===== config.mk =====
export PLATFORM = sky130hd
export DESIGN_NAME = rx_serial_8n1
export DESIGN_NICKNAME = d
export VERILOG_FILES = /design/src/rtl/rx_serial_pkg.sv /design/src/rtl/rx_serial_8n1_contador_baud.sv /design/src/rtl/rx_serial_8n1.sv
export SDC_FILE = /design/constraint.sdc
export NUM_CORES = 1
export LEC_CHECK = 0
export BUFFER_PORTS_ARGS = -buffer_cell sky130_fd_sc_hd__buf_4
export CORE_UTILIZATION = 40
export DETAILED_ROUTE_END_ITERATION = 6
export SLEW_MARGIN = 20
export SYNTH_ARGS = -nofsm -noshare
export SYNTH_HDL_FRONTEND = slang
export SYNTH_SLANG_ARGS = --single-unit

===== constraint.sdc =====
create_clock -name clock -period 2.4 [get_ports clock]
set_input_delay 0.48 -clock clock [delete_from_list [all_inputs] [get_ports clock]]
set_output_delay 0.48 -clock clock [all_outputs]
set_load 0.02 [all_outputs]

===== src/rtl/rx_serial_pkg.sv =====
// rtl/rx_serial_pkg.sv - shared state codes, DIV helper and command byte for rx_serial_8n1
package rx_serial_pkg;

  // State codes, also shown on db_estado
  localparam logic [3:0] COD_INICIAL   = 4'h0;
  localparam logic [3:0] COD_ESPERA    = 4'h1;
  localparam logic [3:0] COD_INICIO    = 4'h2;
  localparam logic [3:0] COD_DADOS     = 4'h3;
  localparam logic [3:0] COD_PARADA    = 4'h4;
  localparam logic [3:0] COD_ARMAZENA  = 4'h5;
  localparam logic [3:0] COD_ERRO      = 4'h6;
  localparam logic [3:0] COD_AGUARDA   = 4'h7;
  localparam logic [3:0] COD_INVALIDO  = 4'hF;

  typedef enum logic [3:0] {
    S_INICIAL  = COD_INICIAL,
    S_ESPERA   = COD_ESPERA,
    S_INICIO   = COD_INICIO,
    S_DADOS    = COD_DADOS,
    S_PARADA   = COD_PARADA,
    S_ARMAZENA = COD_ARMAZENA,
    S_ERRO     = COD_ERRO,
    S_AGUARDA  = COD_AGUARDA
  } state_t;

  // Position-change command byte ('#'), shared with the control unit
  localparam logic [7:0] CMD_CHAR_DEF = 8'h23;

  // Clock cycles per bit; integer division, caller must keep the result >= 4
  function automatic int calc_div(input int clk_freq, input int baud);
    return clk_freq / baud;
  endfunction

endpackage


===== src/rtl/rx_serial_8n1_contador_baud.sv =====
// rtl/rx_serial_8n1_contador_baud.sv - baud counter, counts 0..limite-1 and flags the last count
module contador_baud #(
  parameter int M = 16
) (
  input  logic                       clock,
  input  logic                       reset,
  input  logic                       zera,
  input  logic                       conta,
  input  logic [$clog2(M+1)-1:0]     limite,
  output logic                       fim
);

  localparam int W = $clog2(M + 1);
  localparam logic [W-1:0] ONE = W'(1);

  logic [W-1:0] cnt;

  assign fim = conta && (cnt == (limite - ONE));

  // Count while enabled, wrap after the last count, clear on request
  always_ff @(posedge clock or negedge reset) begin
    if (!reset) begin
      cnt <= '0;
    end else if (zera) begin
      cnt <= '0;
    end else if (conta) begin
      cnt <= fim ? '0 : cnt + ONE;
    end
  end

endmodule


===== src/rtl/rx_serial_8n1.sv =====
// rtl/rx_serial_8n1.sv - 8N1 LSB-first UART receiver with command-byte detection
module rx_serial_8n1
  import rx_serial_pkg::*;
#(
  parameter int         CLK_FREQ = 50_000_000,
  parameter int         BAUD     = 115_200,
  parameter logic [7:0] CMD_CHAR = CMD_CHAR_DEF
) (
  input  logic       clock,
  input  logic       reset,
  input  logic       RX,
  output logic [7:0] dados,
  output logic       fim_recepcao,
  output logic       comando,
  output logic       erro_quadro,
  output logic [3:0] db_estado
);

  localparam int DIV = calc_div(CLK_FREQ, BAUD);
  localparam int CW  = $clog2(DIV + 1);
  localparam logic [CW-1:0] LIM_FULL = CW'(DIV);
  localparam logic [CW-1:0] LIM_HALF = CW'(DIV / 2);

  logic          sync1;
  logic          rx_s;
  state_t        state;
  state_t        state_next;
  logic          zera;
  logic          conta;
  logic          tick;
  logic [CW-1:0] limite;
  logic [2:0]    idx;
  logic [7:0]    shift;

  // Two-flop synchronizer; resets to the idle line level
  always_ff @(posedge clock or negedge reset) begin
    if (!reset) begin
      sync1 <= 1'b1;
      rx_s  <= 1'b1;
    end else begin
      sync1 <= RX;
      rx_s  <= sync1;
    end
  end

  // State register
  always_ff @(posedge clock or negedge reset) begin
    if (!reset) begin
      state <= S_INICIAL;
    end else begin
      state <= state_next;
    end
  end

  // Next-state logic and debug state code
  always_comb begin
    state_next = state;
    db_estado  = COD_INVALIDO;
    case (state)
      S_INICIAL: begin
        db_estado  = COD_INICIAL;
        state_next = S_ESPERA;
      end
      S_ESPERA: begin
        db_estado = COD_ESPERA;
        if (!rx_s) state_next = S_INICIO;
      end
      S_INICIO: begin
        db_estado = COD_INICIO;
        // A line that is high again at mid-start was only a glitch
        if (tick) state_next = rx_s ? S_ESPERA : S_DADOS;
      end
      S_DADOS: begin
        db_estado = COD_DADOS;
        if (tick && (idx == 3'd7)) state_next = S_PARADA;
      end
      S_PARADA: begin
        db_estado = COD_PARADA;
        if (tick) state_next = rx_s ? S_ARMAZENA : S_ERRO;
      end
      S_ARMAZENA: begin
        db_estado  = COD_ARMAZENA;
        state_next = S_ESPERA;
      end
      S_ERRO: begin
        db_estado  = COD_ERRO;
        state_next = S_AGUARDA;
      end
      S_AGUARDA: begin
        db_estado = COD_AGUARDA;
        // Break or stuck-low line: do not hunt for a start bit until idle
        if (rx_s) state_next = S_ESPERA;
      end
      default: begin
        db_estado  = COD_INVALIDO;
        state_next = S_INICIAL;
      end
    endcase
  end

  // Baud counter control: restart on every state change, half bit in inicio
  always_comb begin
    zera   = (state_next != state);
    conta  = (state == S_INICIO) || (state == S_DADOS) || (state == S_PARADA);
    limite = (state == S_INICIO) ? LIM_HALF : LIM_FULL;
  end

  contador_baud #(.M(DIV)) u_contador_baud (
    .clock  (clock),
    .reset  (reset),
    .zera   (zera),
    .conta  (conta),
    .limite (limite),
    .fim    (tick)
  );

  // Bit index and shift register; bit 0 arrives first
  always_ff @(posedge clock or negedge reset) begin
    if (!reset) begin
      idx   <= 3'd0;
      shift <= 8'h00;
    end else if (state != S_DADOS) begin
      idx <= 3'd0;
    end else if (tick) begin
      shift[idx] <= rx_s;
      idx        <= idx + 3'd1;
    end
  end

  // Outputs registered from the next state so they line up with armazena/erro
  always_ff @(posedge clock or negedge reset) begin
    if (!reset) begin
      dados        <= 8'h00;
      comando      <= 1'b0;
      fim_recepcao <= 1'b0;
      erro_quadro  <= 1'b0;
    end else begin
      fim_recepcao <= (state_next == S_ARMAZENA);
      erro_quadro  <= (state_next == S_ERRO);
      if (state_next == S_ARMAZENA) begin
        dados   <= shift;
        comando <= (shift == CMD_CHAR);
      end
    end
  end

endmodule


Yosys cells after proc, flatten, opt, wreduce, memory -nomap -nowiden
Index checks and enable logic that the tools add are counted.

operators by class
  $add $sub $neg = 3
  $mul = 0
  div/mod/pow operators = 0
  magnitude comparators = 2
  eq/ne operators = 14
  shift operators = 0
  muxes and demuxes = 18
  bitwise gates (word level) = 1
  reduce and logical (&&, ||, !) cells = 10

operator list
  operator             count
  $mux 9               4
  $pmux 4 s8           1
  $pmux 4 s7           1
  $eq 4x3->1 const B   6
  $mux 4               5
  $add 9x1->9 const B  1
  $eq 9x9->1           1
  $sub 9x1->9 const B  1
  $bwmux 8             1
  $eq 4x2->1 const B   2
  $eq 8x6->1 const B   1
  $mux 3               2
  $eq 4x1->1 const B   1
  $logic_not 4->1      1
  $lt 3x4->1 const B   1
  $mux 2               2
  $ne 4x2->1 const B   1
  $ne 4x4->1           1
  $reduce_bool 2->1    2
  $add 3x1->3 const B  1
  $demux 1 s3          1
  $eq 3x3->1 const B   1
  $ge 3x1->1 const B   1
  $logic_and 1x1->1    3
  other kinds (5)      6

word-level totals
  register bits after elaboration = 37
  bits in latches = 0
  memory bits (writable) = 0
  memory bits (read-only) = 0
  bits of input ports = 3
  output and inout bits = 15
  word-level logic and storage cells = 58
  memories = 0

Logic depth before layout (Yosys ltp)
Gate-level depths: netlist of run 1.

  depth in word-level cells = 10
  gate-level depth with buffers = 8

By module
A second synthesis of run 1 with hierarchy kept.

unflattened totals
  cell total of the unflattened synthesis = 215
  area total of the unflattened synthesis = 2,250.9 um^2

modules (own cells, without submodules)
  module         instances  cells each  area each (um^2)  seq. area each (um^2)
  rx_serial_8n1  1          127         1,427.6           703.2
  contador_baud  1          88          823.3             225.2

Worst setup path after synthesis of run 1
Ideal clock, no wire load.

  kind = register to register
  from = register state[2]
  to = register comando
  library setup time = 0.125 ns
  arrival = 1.971 ns
  required time = 2.275 ns
  slack = 0.304 ns
  cell stages (with the launch flop) = 8
  buffers on the path = 2
  cell sequence = dfrtp_1 -> buf_6 -> or4b_1 -> and4_4 -> or2_1 -> and3_4 -> buf_6 -> mux2_4

on the way
  word-level cells in the longest chain between the ends = 9
  elaborated cells on any way between the ends = 23
  those cells by class = add/sub: 1; eq/ne: 9; mux: 7; reduce/logical: 6

RTL lines
  what                    line                                                             text
  start, declared         rx_serial_8n1.sv:26                                              state_t state;
  start signal, assigned  rx_serial_8n1.sv:51                                              state <= state_next;
  $eq 4x2->1              rx_serial_8n1.sv:59, rx_serial_8n1.sv:104, rx_serial_8n1.sv:105
  $mux 9                  rx_serial_8n1.sv:105                                             limite = (state == S_INICIO) ? LIM_HALF : LIM_FULL;
  $sub 9x1->9             rx_serial_8n1_contador_baud.sv:18                                assign fim = conta && (cnt == (limite - ONE));
  $eq 9x9->1              rx_serial_8n1_contador_baud.sv:18
  $logic_and 1x1->1       rx_serial_8n1_contador_baud.sv:18
  $logic_and 1x1->1       rx_serial_8n1.sv:75                                              if (tick && (idx == 3'd7)) state_next = S_PARADA;
  $mux 4                  rx_serial_8n1.sv:75
  $pmux 4 s7 *            rx_serial_8n1.sv:59                                              case (state)
  $eq 4x3->1 *            rx_serial_8n1.sv:140                                             if (state_next == S_ARMAZENA) begin
  end signal, assigned    rx_serial_8n1.sv:142                                             comando <= (shift == CMD_CHAR);
  end, declared           rx_serial_8n1.sv:14                                              output logic comando,

Every way passes the cells marked *; elsewhere a longest branch is shown, timed or not.
A chain may end at the register's enable or synchronous reset.

Worst setup path in the final report of run 1
  from = register state[2]
  to = register dados[4]

on the way
  word-level cells in the longest chain between the ends = 9
  elaborated cells on any way between the ends = 23
  those cells by class = add/sub: 1; eq/ne: 9; mux: 7; reduce/logical: 6

RTL lines
  what                  line                                                             text
  $eq 4x2->1            rx_serial_8n1.sv:59, rx_serial_8n1.sv:104, rx_serial_8n1.sv:105
  $mux 9                rx_serial_8n1.sv:105
  $sub 9x1->9           rx_serial_8n1_contador_baud.sv:18
  $eq 9x9->1            rx_serial_8n1_contador_baud.sv:18
  $logic_and 1x1->1     rx_serial_8n1_contador_baud.sv:18
  $logic_and 1x1->1     rx_serial_8n1.sv:75
  $mux 4                rx_serial_8n1.sv:75
  $pmux 4 s7 *          rx_serial_8n1.sv:59
  $eq 4x3->1 *          rx_serial_8n1.sv:140
  end signal, assigned  rx_serial_8n1.sv:141                                             dados <= shift;
  end, declared         rx_serial_8n1.sv:12                                              output logic [7:0] dados,

Marks and branches as above.

==> out/results.txt, run 1 <==
Proportion of register bits with asynchronous set or reset after synthesis: 1.00
Overall routed net length: 3870 um
Critical path type: reg2reg
Die area: 0.00522 sq mm
Share of total power consumed by net switching: 0.274
DRC marker count from the first detailed-route iteration: 60
Total of flip-flops plus latches after synthesis: 37
Number of ports placed on the die boundary: 18
Share of the cycle needed by the critical path after routing: 0.939
Count of instances resized after the clock tree is built: 0
Total DRC errors in the routed layout: 0
Vias post-DR: 1,385
Final-report setup violation count: 0
Synth Area in Simple Gates: 0.251
Clock Skews: 0.00992 ns
P_leak: 1.00 nW
Number of max-capacitance violations reported: 0
Total half-perimeter wirelength after legalization and detailed placement: 2710 um
Max Clk Rate: 0.444 GHz
Area post-placement: 0.00216 sq mm
FF-to-FF setup slack: 0.15 ns
Combinational fraction of design power: 0.132
Outcome: finished, final reports clean
Clock root buffer master: clkbuf_8
Horizontal die dimension: 72.2 um
Total standard cell area after synthesis: 0.00197 sq mm
Initial Utilization: 0.418
Number of nets with antenna violations after routing: 0
Number of H-tree branching levels: 2
Insertion delay of the later-clocked pin in the worst-skew pair: 0.29 ns
Wire length per cell: 14.6 um
Maximum number of pins on one net before global-route repair: 38
Arrival time worst endpoint: 2.43 ns
Number of warnings issued by yosys: 0
Largest fanout of any net on the critical path: 10
Final Instance Area: 0.00225 sq mm
Number of enable flip-flop cells after synthesis: 0
Worst-path clk slew: 0.08 ns
Input/output buffers: 17
Complex-gate fraction of the synthesized area: 0.0628
Fin cells: 265
# placed instances: 257
Type of element capturing the critical path: flop
FF-to-FF End: dados[4]
Register area share after synthesis: 0.471
Post-CTS Hold Fix Bufs: 0
Number of nets in the finished design: 203
CTS max path bufs: 2
Final Max Slew Viols: 0
TritonCTS clock tree: built
Vias in the first global route: 1,347
Cell Pwr Density: 574 mW/mm^2
Dominant combinational cell family by area after synthesis: simple AND/OR/NAND/NOR gates
Row cnt: 25
Hold crit path type: in2async
Required time worst endpoint: 2.57 ns
Global route overflow: 0
Slew at the pin closest to its max-slew limit: 0.588 ns
Post-synthesis instance total: 179
Portion of total power attributed to sequential cells: 0.510
Primary flip-flop cell chosen by synthesis mapping: dfrtp_1
Path depth of the worst reg2reg path: 5
Area grow syn2layout: 14.3%
Distinct cells, synth: 51
Pint: 939 uW
Final Critical Period: 2.25 ns
Clock Sinks: 37
Antenna cell count: 0
Total net switching power: 355 uW
Clock buffer count from CTS: 5
Gp weighted congestion: 0.840
Post-synthesis xor/xnor area fraction: 0.0355
Summed negative setup slack over all endpoints: 0 ns
Mapped Avg Cell Area: 11.0 sq um
Clk network pwr share: 0.358
Element type at the critical path start: flop
Relative slew slack: 0.604
Hold Fails Final Rpt: 0
CORE AREA: 0.00472 sq mm
Pre-antenna DRT Iters: 4
Global-route wire length before repair: 6580 um
Y dimension of the die: 72.2 um
RSZ-0062 raised after global routing: false
Net count of the mapped netlist: 185
Initial antenna violation count: 0
Multiplexer fraction of the synthesized cell area: 0.119
Source of the worst register-to-register timing path: state[2]
Synth Area in Adders: 0.0190
Layout filler cell count: 433
Global-route usage over all layers: 0.165
Buffers inserted by post-CTS timing repair: 0
Number of vias per cell: 5.23
Ratio of cells with drive above 1 in the final layout: 0.343
Worst VDD drop: 248 uV
-- worst max path at each step --
stage | slack, ns | startpoint | endpoint
2_1_floorplan | 0.30 | state[2] | comando
3_3_place_gp | 0.18 | u_contador_baud.cnt[3] | shift[4]
3_5_place_dp | 0.17 | state[3] | u_contador_baud.cnt[8]
4_1_cts | 0.15 | state[3] | u_contador_baud.cnt[8]
5_1_grt | 0.003 | u_contador_baud.cnt[3] | shift[4]
6_report | 0.15 | state[2] | dados[4]
-- sequential cells by signal, indices dropped and copies added, names as in the netlist --
signal / count
state: 4
idx: 3
comando: 1
shift: 8
erro_quadro: 1
sync1: 1
fim_recepcao: 1
u_contador_baud.cnt: 9
dados: 8
rx_s: 1
-- synthesized netlist by cell type (2+ instances only) --
library cell | instances | share of area
o21ai_0 | 3 | 0.0076
or2_1 | 2 | 0.0063
a21o_1 | 2 | 0.0076
clkbuf_2 | 2 | 0.0051
xnor2_1 | 4 | 0.018
dfstp_2 | 2 | 0.027
a21oi_1 | 9 | 0.023
nand4_1 | 6 | 0.019
nand2_1 | 14 | 0.027
clkbuf_1 | 6 | 0.011
dfrtp_1 | 35 | 0.44
nor4bb_1 | 2 | 0.010
mux2_2 | 8 | 0.046
nand3_1 | 6 | 0.015
mux2_4 | 9 | 0.068
nor4_1 | 2 | 0.0063
nor2b_1 | 3 | 0.0095
nor2_1 | 6 | 0.011
or2_2 | 4 | 0.013
nor3_1 | 4 | 0.010
and4_1 | 2 | 0.0089
nor2_2 | 7 | 0.022
nor4b_1 | 2 | 0.0089
ha_1 | 3 | 0.019
buf_6 | 3 | 0.017
xor2_1 | 4 | 0.018
nand2b_1 | 5 | 0.016
-- power groups by stage --
stage	sequential, mW	clock (mW)	combinational [mW]
floorplan	0.657	0	0.132
global placement	0.671	0	0.167
detailed placement	0.672	0	0.171
CTS	0.660	0.477	0.171
global route	0.663	0.507	0.192
finish	0.660	0.463	0.171
-- metrics by stage --
stage               hold slack [ns]  worst slack [ns]  power (mW)   util
floorplan                     0.184             0.304       0.789      -
global placement              0.348             0.176       0.837  0.457
detailed placement            0.348             0.167       0.842  0.457
CTS                           0.160             0.145        1.31  0.477
global route                  0.179           0.00296        1.36  0.477
finish                        0.137             0.145        1.29  0.477
-- critical path, stage by stage (launching register included) --
cell and delay, ns:
dfrtp_1 0.50, nor3b_2 0.48, and4_1 0.33, or2_1 0.17, and3_4 0.34, mux2_4 0.32
-- layout by cell type (no fill, tap or decap), types with 5 or more instances in the layout --
| master | Yosys | layout |
|---|---|---|
| nand3_1 | 6 | 6 |
| buf_4 | 1 | 24 |
| nand4_1 | 6 | 6 |
| mux2_4 | 9 | 9 |
| nand2b_1 | 5 | 5 |
| a21oi_1 | 9 | 9 |
| clkbuf_8 | 0 | 6 |
| mux2_2 | 8 | 8 |
| nor2_2 | 7 | 7 |
| dfrtp_1 | 35 | 35 |
| nor2_1 | 6 | 6 |
| nand2_1 | 14 | 14 |
-- area by class of cell --
cell class	count	area [sq um]	share of cell area
clock buffer	6	82.6	0.0366
clock inverter	2	13.8	0.00610
multi-input combinational	129	966	0.428
sequential	37	928	0.412
tap	67	83.8	0.0372
timing repair buffer	24	180	0.0799
-- cell families (layout without fill, tap and decap cells) --
family                   count (synthesis)  in the layout
XOR/XNOR                                 8              8
flip-flops                              37             37
AO/OA/AOI/OAI                           20             20
multiplexers                            18             18
buffers and inverters                   13             32
AND/OR/NAND/NOR                         79             79
adder cells (fa/ha/maj)                  3              3
other                                    1              1
-- per-layer routing --
metal	GRT usage	up-vias	wire length (um)
met5	0	-	0
met4	0.0414	0	15
met3	0.0417	2	108
met2	0.270	22	1900
met1	0.220	688	1840
li1	-	673	-
(Power assumes the default switching activity.)
==> run 2: changes to the inputs <==
--- a/config.mk
+++ b/config.mk
@@ -5,9 +5,9 @@
 export SDC_FILE = /design/constraint.sdc
 export NUM_CORES = 1
 export LEC_CHECK = 0
-export BUFFER_PORTS_ARGS = -buffer_cell sky130_fd_sc_hd__buf_4
 export CORE_UTILIZATION = 40
 export DETAILED_ROUTE_END_ITERATION = 6
+export DONT_BUFFER_PORTS = 1
 export SLEW_MARGIN = 20
 export SYNTH_ARGS = -nofsm -noshare
 export SYNTH_HDL_FRONTEND = slang
==> run 2 against run 1 <==
Effect of this change:
- first-iteration DRC count increased by 13%
- via count fell by 4.5%
- combinational power decreased by 13%
- critical path depth unchanged
- clock skew about the same
- sequential power about the same
- non-clock buffer count is 16 lower
- sequential cell count did not move
- core utilization shrank 1.9 points
- register-to-register slack improved by 0.03 ns
- cell count decreased by 6.0%
- maximum frequency is 1.6% higher
==> out/results.txt, run 2 (synthesis results as in run 1) <==
Vias in the first global route: 1,364 (+1.3%)
Type of element capturing the critical path: flop
Y dimension of the die: 72.2 um (unchanged)
Clock Sinks: 37 (unchanged)
Total DRC errors in the routed layout: 0 (unchanged)
Top reg by flops: u_contador_baud.cnt
CORE AREA: 0.00472 sq mm (unchanged)
WHS: 0.00884 ns (-0.128 ns)
Die area: 0.00522 sq mm (unchanged)
Overall routed net length: 3710 um (-4.2%)
# placed instances: 240 (-6.6%)
Pwr Total: 1.34 mW (+3.9%)
Largest registers ranked by flip-flop count: u_contador_baud.cnt (9), dados (8), shift (8)
P_leak: 0.927 nW (-7.6%)
Share of the cycle needed by the critical path after routing: 0.925 (-0.0146)
Outcome: finished, final reports clean
Max Clk Rate: 0.451 GHz (+1.6%)
Slew at the pin closest to its max-slew limit: 0.492 ns (-0.0960 ns)
CTS max path bufs: 2 (unchanged)
Buffers inserted by post-CTS timing repair: 0 (unchanged)
Clock buffer count from CTS: 5 (unchanged)
Final-report setup violation count: 0 (unchanged)
Number of vias per cell: 5.31 (+1.6%)
CP max stage cell: or3b_1
Gp weighted congestion: 0.907 (+8.0%)
Post-CTS Hold Fix Bufs: 1 (+1)
Number of ports placed on the die boundary: 18 (unchanged)
Final Critical Period: 2.22 ns (-0.0350 ns)
Number of H-tree branching levels: 2 (unchanged)
Pre-antenna DRT Iters: 4 (unchanged)
Number of buffer and inverter stages on the critical path: 0 (unchanged)
Worst VDD drop: 298 uV (+20%)
Largest fanout of any net on the critical path: 9 (-1)
Global-route wire length before repair: 6580 um (unchanged)
Summed negative setup slack over all endpoints: 0 ns (unchanged)
Global route overflow: 0 (unchanged)
Worst-path clk slew: 0.08 ns (about the same)
Vias post-DR: 1,322 (-4.5%)
Relative slew slack: 0.668 (+0.0647)
Input/output buffers: 0 (-17)
Initial antenna violation count: 0 (unchanged)
Arrival time worst endpoint: 2.44 ns (about the same)
Area grow syn2layout: 9.77%
Maximum number of pins on one net before global-route repair: 36 (-5.3%)
Total half-perimeter wirelength after legalization and detailed placement: 2640 um (-2.6%)
Initial Utilization: 0.418 (unchanged)
Insertion delay of the later-clocked pin in the worst-skew pair: 0.29 ns (about the same)
Flip-flop count of the largest register, all copies and words added: 9 (unchanged)
Global-route usage over all layers: 0.166 (+0.000346)
Required time worst endpoint: 2.62 ns (+0.05 ns)
Fin cells: 249 (-6.0%)
Row cnt: 25 (unchanged)
TritonCTS clock tree: built
Ratio of cells with drive above 1 in the final layout: 0.286 (-0.0577)
Cell Pwr Density: 621 mW/mm^2 (+8.2%)
Count of instances resized after the clock tree is built: 0 (unchanged)
Cell chain of the critical path: or4b_1 -> and4_4 -> o21a_1 -> or3b_1 -> nor2_2
Number of nets with antenna violations after routing: 0 (unchanged)
Top delay family on crit path: simple AND/OR/NAND/NOR gates
Critical path type: reg2reg
Commonest non-fill, non-tap cell in the layout: dfrtp_1
Max incr delay on CP: 0.56 ns (+0.06 ns)
Hold Fails Final Rpt: 0 (unchanged)
Clock root buffer master: clkbuf_8
Horizontal die dimension: 72.2 um (unchanged)
DRC marker count from the first detailed-route iteration: 68 (+13%)
Antenna cell count: 0 (unchanged)
Wire length per cell: 14.9 um (+2.0%)
End-of-flow core utilization: 0.459 (-0.0188)
Element type at the critical path start: flop
Number of nets in the finished design: 187 (-7.9%)
Hold crit path type: in2async
Clock Skews: 0.0100 ns (+0.000107 ns)
Number of max-capacitance violations reported: 0 (unchanged)
Commonest cells after routing, fill and taps aside: dfrtp_1, nand2_1, a21oi_1, mux2_4, mux2_2
RSZ-0062 raised after global routing: false
Final Max Slew Viols: 0 (unchanged)
-- run 2: cell count changes in the layout (fill, tap and decap cells not counted), sizes merged --
cell and change:
clkinv -1, buf -16, clkinvlp +1, clkbuf -1, bufinv +1
-- run 2: final timing paths --
check                         start                      to  slack [ns]  cells after the start
max                        state[1]  u_contador_baud.cnt[6]        0.18                      5
min                           reset                shift[0]       0.009                      1
max reg2reg                state[1]  u_contador_baud.cnt[6]        0.18                      5
min reg2reg                   sync1                    rx_s        0.36                      0
max in group asynchronous     reset                state[2]        2.21                      1
min in group clock               RX                   sync1        0.19                      0
-- run 2: per-layer routing --
layer / global-route usage / vias up / share of wire
met5: 0 / - / 0
met4: 0.0523 / 0 / 0.0081
met3: 0.0472 / 4 / 0.030
met2: 0.277 / 21 / 0.50
met1: 0.207 / 663 / 0.46
li1: - / 634 / -
-- run 2: where the power goes --
| part | switching (mW) | internal (mW) | total [mW] | leakage, nW |
|---|---|---|---|---|
| Clock | 0.221 | 0.311 | 0.531 | 0.0543 |
| Sequential | 0.0254 | 0.638 | 0.663 | 0.505 |
| Combinational | 0.0938 | 0.0556 | 0.149 | 0.367 |
| Total | 0.340 | 1.00 | 1.34 | 0.927 |
-- run 2: final cells by class --
type                    count  area (sq um)
fillers                   444          2560
multi-input cells         129           966
flip-flops and latches     37           928
well taps                  67          83.8
repair buffers              8          72.6
clock buffers               5          68.8
clock inverters             3          46.3
-- run 2: stage by stage --
stage          worst slack (ns)  cell area, sq um
2_1_floorplan             0.304              1970
3_3_place_gp              0.213              2030
3_5_place_dp              0.190              2030
4_1_cts                   0.170              2170
5_1_grt                 0.00567              2170
6_report                  0.180              2170
==> run 3: changes to the inputs <==
--- a/config.mk
+++ b/config.mk
@@ -11,4 +11,5 @@
 export SLEW_MARGIN = 20
 export SYNTH_ARGS = -nofsm -noshare
 export SYNTH_HDL_FRONTEND = slang
+export SYNTH_HIERARCHICAL = 1
 export SYNTH_SLANG_ARGS = --single-unit
==> run 3 against run 2 <==
Effect of this change:
- the flow now finishes with violations (setup timing)
- via count is 32% higher
- worst hold slack improved by 0.0040 ns
- largest cell class unchanged
- synthesized cell count rose by 20%
- maximum frequency down 33%
- sequential cell count unchanged
- cell count rose by 37%
- area after synthesis is 14% higher
- final area grew 42%
- sequential share of layout area is 13 points lower
==> out/results.txt, run 3 <==
Outcome: finished, violations left
Failing checks: setup timing
Type of element capturing the critical path: flop
Initial antenna violation count: 0 (unchanged)
Max Clk Rate: 0.303 GHz (-33%)
List of most frequent post-synthesis cells: dfrtp_1, mux2_1, nand2_1, xor2_1, nor3_1
Clock Skews: 0.00747 ns (-0.00255 ns)
Number of warnings issued by yosys: 6 (+6)
Area grow syn2layout: 36.6%
Fin cells: 342 (+37%)
Proportion of register bits with asynchronous set or reset after synthesis: 1.00 (unchanged)
Element type at the critical path start: flop
Top cell type's share of synthesized area: 0.389 (-0.0548)
Horizontal die dimension: 77.0 um (+6.6%)
Distinct cells, synth: 58 (+14%)
Final-report setup violation count: 34 (+34)
Commonest cells after routing, fill and taps aside: dfrtp_1, buf_4, conb_1
Largest fanout of any net on the critical path: 7 (-2)
Arrival time worst endpoint: 3.49 ns (+1.05 ns)
Share of the cycle needed by the critical path after routing: 1.38 (+0.451)
Worst setup slack before clock tree synthesis: -1.05 ns (-1.24 ns)
Number of H-tree branching levels: 2 (unchanged)
Die area: 0.00593 sq mm (+14%)
Required time worst endpoint: 2.58 ns (-0.04 ns)
Y dimension of the die: 77.0 um (+6.6%)
Number of nets with antenna violations after routing: 0 (unchanged)
Worst-path clk slew: 0.08 ns (about the same)
Gp weighted congestion: 0.782 (-14%)
Clock Sinks: 37 (unchanged)
Clock buffer count from CTS: 5 (unchanged)
Max incr delay on CP: 0.41 ns (-0.15 ns)
Wire length per cell: 14.5 um (-2.5%)
Vias in the first global route: 1,727 (+27%)
Most instantiated library cell after synthesis: dfrtp_1
Antenna cell count: 0 (unchanged)
Row cnt: 26 (+4.0%)
Largest registers ranked by flip-flop count: u_contador_baud/cnt (9), dados (8), shift (8)
Pre-antenna DRT Iters: 4 (unchanged)
CP max stage cell: dfrtp_1
Global-route usage over all layers: 0.178 (+0.0126)
P_leak: 1.36 nW (+47%)
Register area share after synthesis: 0.412 (-0.0581)
Source of the worst register-to-register timing path: state[3]
DRC marker count from the first detailed-route iteration: 82 (+21%)
Insertion delay of the later-clocked pin in the worst-skew pair: 0.29 ns (about the same)
Number of nets in the finished design: 278 (+49%)
RSZ-0062 raised after global routing: true
Vias post-DR: 1,741 (+32%)
Cell Pwr Density: 486 mW/mm^2 (-22%)
Overall routed net length: 4970 um (+34%)
Number of vias per cell: 5.09 (-4.1%)
Flip-flop count of the largest register, all copies and words added: 9 (unchanged)
Layout filler cell count: 444 (unchanged)
Cell chain of the critical path: nor2_4 -> nand2_1 -> or2_4 -> clkinvlp_4 -> inv_2 -> ha_4 -> nor3b_4 -> nor2b_2 -> a32oi_2 -> nor4_4 -> buf_6 -> o21ai_2 -> a21boi_1 -> a32o_2 -> or2_4 -> a211o_4 -> nor2_1 -> nand2_1 -> o41ai_2
Total standard cell area after synthesis: 0.00225 sq mm (+14%)
Number of max-capacitance violations reported: 0 (unchanged)
Post-synthesis instance total: 215 (+20%)
Area leader, netlist: dfrtp_1
Maximum number of pins on one net before global-route repair: 36 (unchanged)
Total half-perimeter wirelength after legalization and detailed placement: 3220 um (+22%)
Register Area: 928 sq um (unchanged)
Critical path type: reg2reg
Slack of the critical path: -0.902 ns (-1.08 ns)
CTS max path bufs: 2 (unchanged)
Final Critical Period: 3.30 ns (+1.08 ns)
Worst VDD drop: 369 uV (+24%)
Clock root buffer master: clkbuf_8
Global route overflow: 0 (unchanged)
Final Max Slew Viols: 0 (unchanged)
Top cells by area in the synthesized netlist: dfrtp_1, mux2_1, xor2_1
Top delay family on crit path: simple AND/OR/NAND/NOR gates
TritonCTS clock tree: built
Global-route wire length before repair: 8180 um (+24%)
Total area of multi-input combinational cells: 0.00152 sq mm (+57%)
Mapped Avg Cell Area: 10.5 sq um (-5.0%)
Top reg by flops: u_contador_baud/cnt
Pwr Total: 1.49 mW (+11%)
# placed instances: 323 (+35%)
Primary flip-flop cell chosen by synthesis mapping: dfrtp_1
CORE AREA: 0.00527 sq mm (+12%)
Hold Fails Final Rpt: 0 (unchanged)
Total DRC errors in the routed layout: 0 (unchanged)
Total of flip-flops plus latches after synthesis: 37 (unchanged)
Number of ports placed on the die boundary: 18 (unchanged)
Input/output buffers: 0 (unchanged)
Ratio of cells with drive above 1 in the final layout: 0.441 (+0.155)
Number of buffer and inverter stages on the critical path: 3 (+3)
Hold crit path type: in2async
Worst setup path start: state[3]
Number of enable flip-flop cells after synthesis: 0 (unchanged)
Initial Utilization: 0.427 (+0.00936)
run 3: repair_timing:
item / CTS / global route
pin swaps: 11 / 11
hold buffers: 1 / 0
resized for setup: 38 / 21
gates cloned: 2 / 0
buffers inserted: 6 / 4
endpoints found under the hold margin: 35 / 0
endpoints found under the setup margin: 34 / 34
run 3: metrics by stage:
stage	util	area [sq um]	setup TNS, ns	hold slack [ns]
after global placement	0.497	2620	-21.51	0.185
after global routing	0.584	3080	-26.71	0.0124
after detailed placement	0.497	2620	-22.67	0.185
after CTS	0.560	2950	-19.92	0.0158
final	0.584	3080	-20.93	0.0128
after floorplan	-	2360	-32.17	0.184
run 3: layout make-up:
cell class                      instances  share of cell area
Clock buffer                            6              0.0236
Clock inverter                          2              0.0126
Inverter                                9              0.0122
Multi-Input combinational cell        172               0.493
Sequential cell                        37               0.302
Tap cell                               70              0.0285
Timing Repair Buffer                   46               0.129
run 3: power by group:
part / internal [mW] / switching (mW)
Combinational: 0.129 / 0.181
Clock: 0.312 / 0.225
Sequential: 0.636 / 0.0112
Total: 1.08 / 0.418
run 3: worst paths after layout:
check | endpoint | slack (ns) | cells past startpoint
worst max register to register | u_contador_baud/cnt[1] | -0.90 | 19
min in group clock | sync1 | 0.19 | 0
max in group asynchronous | state[1] | 2.20 | 1
worst min register to register | rx_s | 0.36 | 0
worst max-delay path | u_contador_baud/cnt[1] | -0.90 | 19
worst min-delay path | comando | 0.01 | 1
run 3: worst reg2reg max path, cell delays in order (launching register included):
cell and delay, ns:
dfrtp_1 0.41, nor2_4 0.11, nand2_1 0.05, or2_4 0.25, clkinvlp_4 0.11, inv_2 0.05, ha_4 0.16, nor3b_4 0.14
nor2b_2 0.15, a32oi_2 0.25, nor4_4 0.09, buf_6 0.15, o21ai_2 0.11, a21boi_1 0.08, a32o_2 0.26, or2_4 0.25
a211o_4 0.37, nor2_1 0.10, nand2_1 0.07, o41ai_2 0.05
run 3: cell families (layout without fill, tap and decap cells):
family / count (synthesis) / after routing / share of synthesized area
fa+ha+maj: 4 / 4 / 0.0222
simple gates: 91 / 91 / 0.253
flops: 37 / 37 / 0.412
buf+inv: 21 / 63 / 0.0528
other cells: 2 / 16 / 0.00334
xor+xnor: 19 / 19 / 0.0739
compound gates: 23 / 24 / 0.0934
mux: 18 / 18 / 0.0889
run 3: layer usage:
metal  routed length (um)  GRT usage  vias to the layer above
met1                 2300      0.225                      855
met4                  102     0.0849                        0
met3                  151     0.0405                        8
met5                    0          0                        -
met2                 2410      0.288                       27
li1                     -          -                      851
